### config.mk
export PLATFORM = sky130hd
export DESIGN_NAME = cache_mem_responder
export DESIGN_NICKNAME = d
export VERILOG_FILES = /design/src/rtl/cache_mem_responder.sv
export SDC_FILE = /design/constraint.sdc
export NUM_CORES = 1
export LEC_CHECK = 0
export CELL_PAD_IN_SITES_DETAIL_PLACEMENT = 1
export CELL_PAD_IN_SITES_GLOBAL_PLACEMENT = 2
export CORE_UTILIZATION = 29
export DETAILED_ROUTE_END_ITERATION = 10
export GPL_TIMING_DRIVEN = 1
export PLACE_DENSITY_LB_ADDON = 0.1
export SLEW_MARGIN = 30
export SYNTH_ARGS = -nofsm -noshare
export SYNTH_HDL_FRONTEND = slang
export SYNTH_SLANG_ARGS = --single-unit
### constraint.sdc
create_clock -name clk -period 2.41 [get_ports clk]
set_input_delay 0.3615 -clock clk [delete_from_list [all_inputs] [get_ports clk]]
set_output_delay 0.3615 -clock clk [all_outputs]
set_load 0.03 [all_outputs]
### src/rtl/cache_mem_responder.sv
// cache_mem_responder: models memory-side write-back and line-fill timing for a cache controller
module cache_mem_responder #(
    parameter int WB_LAT = 4,
    parameter int RD_LAT = 6
) (
    input  logic        clk,
    input  logic        rst,
    input  logic        evict,
    input  logic        write_back,
    input  logic        allocate,
    input  logic [23:0] addr,
    output logic        mem_ready,
    output logic        busy,
    output logic [17:0] fill_addr,
    output logic [7:0]  wb_count,
    output logic [7:0]  fill_count,
    output logic        proto_err
);
    typedef enum logic [2:0] {IDLE, WB, WB_DONE, FILL, RESP} state_t;
    state_t      r_state, w_next;
    logic [7:0]  r_cnt;
    logic [17:0] r_fill_addr;
    logic [7:0]  r_wb_count, r_fill_count;
    logic        r_proto_err;
    logic        w_wb_last, w_fill_last, w_enter_wb, w_enter_fill;

    // state register
    always_ff @(posedge clk or negedge rst) begin
        if (!rst) r_state <= IDLE;
        else      r_state <= w_next;
    end

    // next-state logic; an allocate drop during FILL aborts before the last-cycle check
    always_comb begin
        w_next      = r_state;
        w_wb_last   = 1'b0;
        w_fill_last = 1'b0;
        case (r_state)
            IDLE:    w_next = evict ? (write_back ? WB : WB_DONE) : (allocate ? FILL : IDLE);
            WB: begin
                if (r_cnt == '0) begin
                    w_wb_last = 1'b1;
                    w_next    = allocate ? FILL : WB_DONE;
                end
            end
            WB_DONE: w_next = allocate ? FILL : WB_DONE;
            FILL: begin
                if (!allocate) w_next = IDLE;
                else if (r_cnt == '0) begin
                    w_fill_last = 1'b1;
                    w_next      = RESP;
                end
            end
            RESP:    w_next = IDLE;
            default: w_next = IDLE;
        endcase
        w_enter_wb   = (w_next == WB) && (r_state != WB);
        w_enter_fill = (w_next == FILL) && (r_state != FILL);
    end

    // latency counter, captured fill address, saturating counters and sticky error
    always_ff @(posedge clk or negedge rst) begin
        if (!rst) begin
            r_cnt        <= '0;
            r_fill_addr  <= '0;
            r_wb_count   <= '0;
            r_fill_count <= '0;
            r_proto_err  <= 1'b0;
        end else begin
            if (w_enter_wb)         r_cnt <= 8'(WB_LAT - 1);
            else if (w_enter_fill)  r_cnt <= 8'(RD_LAT - 1);
            else if (r_cnt != '0)   r_cnt <= r_cnt - 8'd1;
            if (w_enter_fill) r_fill_addr <= addr[23:6];
            if (w_wb_last && r_wb_count != 8'hFF)     r_wb_count   <= r_wb_count + 8'd1;
            if (w_fill_last && r_fill_count != 8'hFF) r_fill_count <= r_fill_count + 8'd1;
            if (evict && r_state != IDLE) r_proto_err <= 1'b1;
        end
    end

    assign mem_ready  = (r_state == RESP);
    assign busy       = (r_state != IDLE);
    assign fill_addr  = r_fill_addr;
    assign wb_count   = r_wb_count;
    assign fill_count = r_fill_count;
    assign proto_err  = r_proto_err;
endmodule

==> run metrics, run 1 <==
outcome finished clean; Synth top cells by count dfrtp_1, mux2_2, nor2_1; Clock Sinks 46; RR Endpoint fill_addr[5]; number of antenna violations at the first check in global routing 0; synthesized area per cell around 12 um2; initial core utilization 30.6%; vias per cell roughly 4.6; dpl cells 344; startpoint types flop; WP data required about 2.6 ns; Final Skew 0.00926 ns; hold crit path type in -> async; Yosys Warn Count 0; fin crit share 91.8%; Setup TNS 0 ns; Clock Power Share 13.4%; H-tree Lvls 2; clk_lat worst skew 0.29 ns; Final Util 43.7%; CP Capture Type flop; post-CTS resize count 0; ant diodes 0; Max-Slew Margin vs Limit ~63%; GP Congestion just under 0.7; pre-CTS setup slack around 0.051 ns; cells after synthesis 178; RSZ-0062 raised after global routing no; worst reg2reg path depth 8; num rows 30; Num CTS Buffers 5; P_sw around 1400 uW; Clock Root Buffer clkbuf_8; fill cell count about 750; drt wl/cell 13.3 um; crit path DAT 2.39 ns; Core Footprint 6940 um2; unique cell type count in the Yosys netlist 36; Detailed Place HPWL 3540 um; first-pass GRT wire length 8020 um; mux share of post-synthesis cell area 11.1%; clock buffer depth 2; VDD IR max 416 uV; Setup Fix Bufs, Post-CTS 0; Final Instance Count excl. Fillers 353; minimum clock period 2.21 ns; Adder-Cell Fraction of Synth Area 1.76%; Post-DRT Antenna Nets 0; Final Setup Violations 0; total gr overflow 0; drt initial violations 56; Simple-Gate Fraction of Synth Area 16.7%; Seq/Total Area, Yosys 54.1%; Synth Flop Type dfrtp_1; Cell Int Power 2210 uW; Reg clk slew, reported paths 0.09 ns; area leader, netlist dfrtp_1; Post-Syn Area 2130 um2; layout cell share with drive strength beyond 1 21.4%; ranking of synthesized cells by area dfrtp_1, mux2_2, xnor2_1; drt total wl 4710 um; Nets 288; sw frac 38.9%; #FFs+latches synth 46; Achievable Freq between 400 and 500 MHz; pin count of the biggest net entering global routing 22; leakage power 0.00127 uW; Async S/R FF share, synth 100%; Synth Area in XOR/XNOR 7.82%; CTS tree yes; share of the synthesized area in the top cell type a little over half; Crit Path Class reg -> reg; port bufs 59; detailed-route via count between 1,500 and 2,000; combinational share of power 52.2%; Syn Nets 210; setup ws final about 0.20 ns; Die W about 88 um; R2R setup slack slightly below 0.2 ns; R2R Path Start r_cnt[0]; EDFF count, synth 0; Worst-Margin Slew 0.552 ns; main combinational cell family by area after synthesis simple AND/OR/NAND/NOR gates; Ports 66; Seq pwr share 34.3%; PwrDens 1190 nW/um2; die area 7690 um2; Max Cap Viol 0; fin. max-slew vios 0; gr usage total about an eighth; vias in the first global route 1,688; DRT Pass-1 Iters 3; post-synthesis compound-gate area fraction a little over 6%; hold_buf cts 1; CP max FO 20; die height between 80 and 90 um; area grow syn2layout 42.6%; # DRC 0; most frequent cell after synthesis dfrtp_1; final hold vios 0
power groups by stage:
stage                     Combinational (uW)  Sequential [uW]  Clock, uW
after CTS                               1930             1240        515
after floorplan                          824             1600          0
final                                   1890             1240        486
after global routing                    2060             1280        542
after global placement                  1890             1250          0
after detailed placement                1920             1260          0
layout make-up:
| cell class | count | area [um2] | share of cell area [%] |
|---|---|---|---|
| Clock buffer | 6 | 82.6 | 2.72 |
| Tap cell | 96 | 120 | 3.96 |
| Inverter | 4 | 15.0 | 0.495 |
| Multi-Input combinational cell | 123 | 925 | 30.5 |
| Sequential cell | 46 | 1150 | 37.9 |
| Timing Repair Buffer | 76 | 728 | 24.0 |
| Clock inverter | 2 | 12.5 | 0.412 |
worst max path at each step:
stage / cells past startpoint / from / slack (ns) / to
after floorplan: 8 / r_cnt[0] / 0.21 / fill_addr[0]
after global placement: 8 / evict / 0.05 / fill_addr[0]
after detailed placement: 8 / evict / 0.05 / fill_addr[7]
after CTS: 8 / r_cnt[0] / 0.15 / fill_addr[7]
after global routing: 8 / r_cnt[0] / 0.05 / fill_addr[7]
final: 8 / r_cnt[0] / 0.20 / fill_addr[5]
worst max-delay path, cell delays in order, from the launching register on:
cell      delay (ns)
dfrtp_1         0.43
inv_1           0.08
ha_1            0.22
nor4b_4         0.26
nand2_2         0.15
a211oi_2        0.24
o31a_2          0.20
buf_12          0.16
mux2_2          0.34
flip-flops by register name, indices dropped and copies added, names as in the netlist:
signal / cells
proto_err: 1
fill_addr: 18
fill_count: 8
r_state: 3
r_cnt: 8
wb_count: 8
kinds of logic (layout without fill, tap and decap cells):
| logic type | after synthesis | after routing |
|---|---|---|
| AND/OR/NAND/NOR | 62 | 62 |
| flip-flops | 46 | 46 |
| multiplexers | 21 | 21 |
| XOR/XNOR | 19 | 19 |
| AO/OA/AOI/OAI | 18 | 18 |
| buffers and inverters | 9 | 88 |
| adder cells (fa/ha/maj) | 3 | 3 |
cells in the final DEF (no fill, tap or decap), drive strengths merged, types with 2 or more instances in the layout:
master         count
a2111oi            2
a21o               2
a21oi              6
and3               2
buf               17
clkbuf             6
clkdlybuf4s50     58
dfrtp             46
ha                 3
inv                4
mux2              20
nand2             13
nand2b             4
nand3              4
nand4              5
nor2              16
nor2b              2
nor3               4
nor3b              3
o2111ai            2
or2                3
or3                3
xnor2             14
xor2               5
metrics by stage:
stage / instance area [um2] / total power [uW] / hold WS, ns
after CTS: 3030 / 3690 / 0.453
after global placement: 2930 / 3140 / 0.229
after global routing: 3030 / 3880 / 0.466
after floorplan: 2130 / 2420 / 0.0659
after detailed placement: 2930 / 3180 / 0.237
final: 3030 / 3610 / 0.457
layer usage:
layer	track usage [%]	wire length, um
met5	0	0
met4	3.58	26
met3	2.83	132
met2	22.4	2270
met1	17.4	2280
Power figures use the tool's default switching activity.
==> run 2, diff against run 1 <==
- ABC_CLOCK_PERIOD_IN_PS: not set -> 2410
==> results of run 2 <==
The final DEF is identical to that of run 1; final timing and power are the same.
==> run 3, diff against run 2 <==
--- a/config.mk
+++ b/config.mk
@@ -10,4 +10,5 @@
 export CELL_PAD_IN_SITES_GLOBAL_PLACEMENT = 2
 export CORE_UTILIZATION = 29
+export CTS_BUF_LIST = sky130_fd_sc_hd__clkbuf_16
 export DETAILED_ROUTE_END_ITERATION = 10
 export GPL_TIMING_DRIVEN = 1
==> constraint.sdc (replaced) <==
create_clock -name clk -period 2.41 [get_ports clk]
set_input_delay 0.241 -clock clk [delete_from_list [all_inputs] [get_ports clk]]
set_output_delay 0.241 -clock clk [all_outputs]
set_load 0.03 [all_outputs]
==> run 3 against run 2 <==
- non-clock buffer count decreased by 4
- worst hold slack got worse by 0.024 ns
- largest cell class unchanged
- combinational power decreased by 4%
- critical path type unchanged
- cell area increased by 0.12%
==> run metrics, run 3 (synthesis gave the netlist of run 1 again) <==
outcome finished clean; total power 3720 uW; Ports 66; R2R Path Start r_cnt[0]; R2R setup slack roughly 0.19 ns; CP Capture Type flop; fin. max-slew vios 0; fin crit share ~92%; die height 87.7 um; Worst-Margin Slew ~0.52 ns; RR Endpoint fill_addr[15]; vias in the first global route roughly 1,600; port bufs 59; gr usage total between 10% and 20%; commonest non-fill, non-tap cell in the layout clkdlybuf4s50_1; Detailed Place HPWL ~3400 um; Post-DRT Antenna Nets 0; number of antenna violations at the first check in global routing 0; final hold vios 0; Setup crit end fill_addr[15]; drt initial violations 37; detailed-route via count 1,601; Sequential Area roughly 1200 um2; fill cell count roughly 760; die area 7690 um2; Clock Power Share 17.7%; commonest non-fill, non-tap cells in the layout clkdlybuf4s50_1, dfrtp_1, mux2_2; vias per cell 4.59; RSZ-0062 raised after global routing no; sw frac 38.0%; crit path DAT 2.39 ns; Final Setup Violations 0; hold_buf cts 1; first-pass GRT wire length 7530 um; initial core utilization 30.6%; P_sw 1410 uW; max FFs per register 18; clk_lat worst skew 0.28 ns; Setup Fix Bufs, Post-CTS 0; num rows 30; Setup TNS 0 ns; Final Skew 0.00304 ns; leakage power 0.00126 uW; Num CTS Buffers 5; combinational share of power between 40 and 50%; total gr overflow 0; post-CTS resize count 0; GP Congestion 0.667; # DRC 0; Crit Path Class reg -> reg; area of the multi-input gates 925 um2; WP data required about 2.6 ns; Clock Sinks 46; Nets 284; minimum clock period 2.22 ns; Clock Root Buffer clkbuf_16; pin count of the biggest net entering global routing 30; clock buffer depth 2; ant diodes 0; VDD IR max 421 uV; CTS tree yes; Cell Int Power approximately 2300 uW; Seq pwr share approximately a third; CP max FO 20; startpoint types flop; hold crit path type in -> async; worst reg2reg path depth 7; drt total wl between 4000 and 5000 um; Max Cap Viol 0; Reg clk slew, reported paths around 0.060 ns; Core Footprint 6940 um2; Die W between 80 and 90 um; Achievable Freq 450 MHz; area grow syn2layout 42.7%; Worst Setup SP r_cnt[0]; layout cell share with drive strength beyond 1 19.8%; Max-Slew Margin vs Limit 64.3%; H-tree Lvls 2; PwrDens 1230 nW/um2; drt wl/cell 13.0 um; DRT Pass-1 Iters 4
[run 3: cell count changes in the layout (fill, tap and decap cells not counted), sizes merged]
| cell | delta |
|---|---|
| buf | -4 |
| clkbuf | -1 |
| clkinv | +1 |
[run 3: worst min-delay path by stage]
stage | to | slack [ns]
global route | fill_count[0] | 0.48
global placement | fill_count[0] | 0.21
finish | fill_count[0] | 0.43
floorplan | fill_addr[0] | -0.05
CTS | wb_count[7] | 0.45
detailed placement | fill_count[0] | 0.20
[run 3: power by group through the flow]
stage / sequential, uW / clock, uW / combinational [uW]
final: 1250 / 661 / 1810
after CTS: 1260 / 698 / 1850
after floorplan: 1600 / 0 / 824
after global routing: 1290 / 727 / 1980
after global placement: 1260 / 0 / 1820
after detailed placement: 1270 / 0 / 1850
[run 3: critical path, stage by stage (launching register included)]
cell,delay (ns)
dfrtp_1,0.41
inv_1,0.07
ha_1,0.17
nor4b_4,0.23
nand2_2,0.09
a211oi_2,0.23
o31a_2,0.51
mux2_2,0.40
[run 3: routing by layer]
| metal | vias to the layer above | wire length [um] | global-route usage, % |
|---|---|---|---|
| met3 | 5 | 170 | 3.02 |
| met2 | 32 | 2160 | 21.2 |
| li1 | 764 | - | - |
| met4 | 0 | 57 | 4.47 |
| met5 | - | 0 | 0 |
| met1 | 800 | 2140 | 16.4 |
[run 3: area by class of cell]
cell class	instances	area share [%]
clock buffer	5	4.12
clock inverter	3	0.535
inverter	4	0.494
multi-input combinational	123	30.4
sequential	46	37.9
tap	96	3.95
timing repair buffer	72	22.6
[run 3: stage by stage]
step                      cell area [um2]  setup slack (ns)  hold WS (ns)  util (%)  instances
after CTS                            3040             0.128         0.445      43.7        349
after global placement               2890           0.00808         0.206      41.6        340
after floorplan                      2130             0.211       -0.0546         -        178
after detailed placement             2890           0.00984         0.202      41.6        340
final                                3040             0.186         0.433      43.7        349
after global routing                 3040            0.0365         0.477      43.7        349
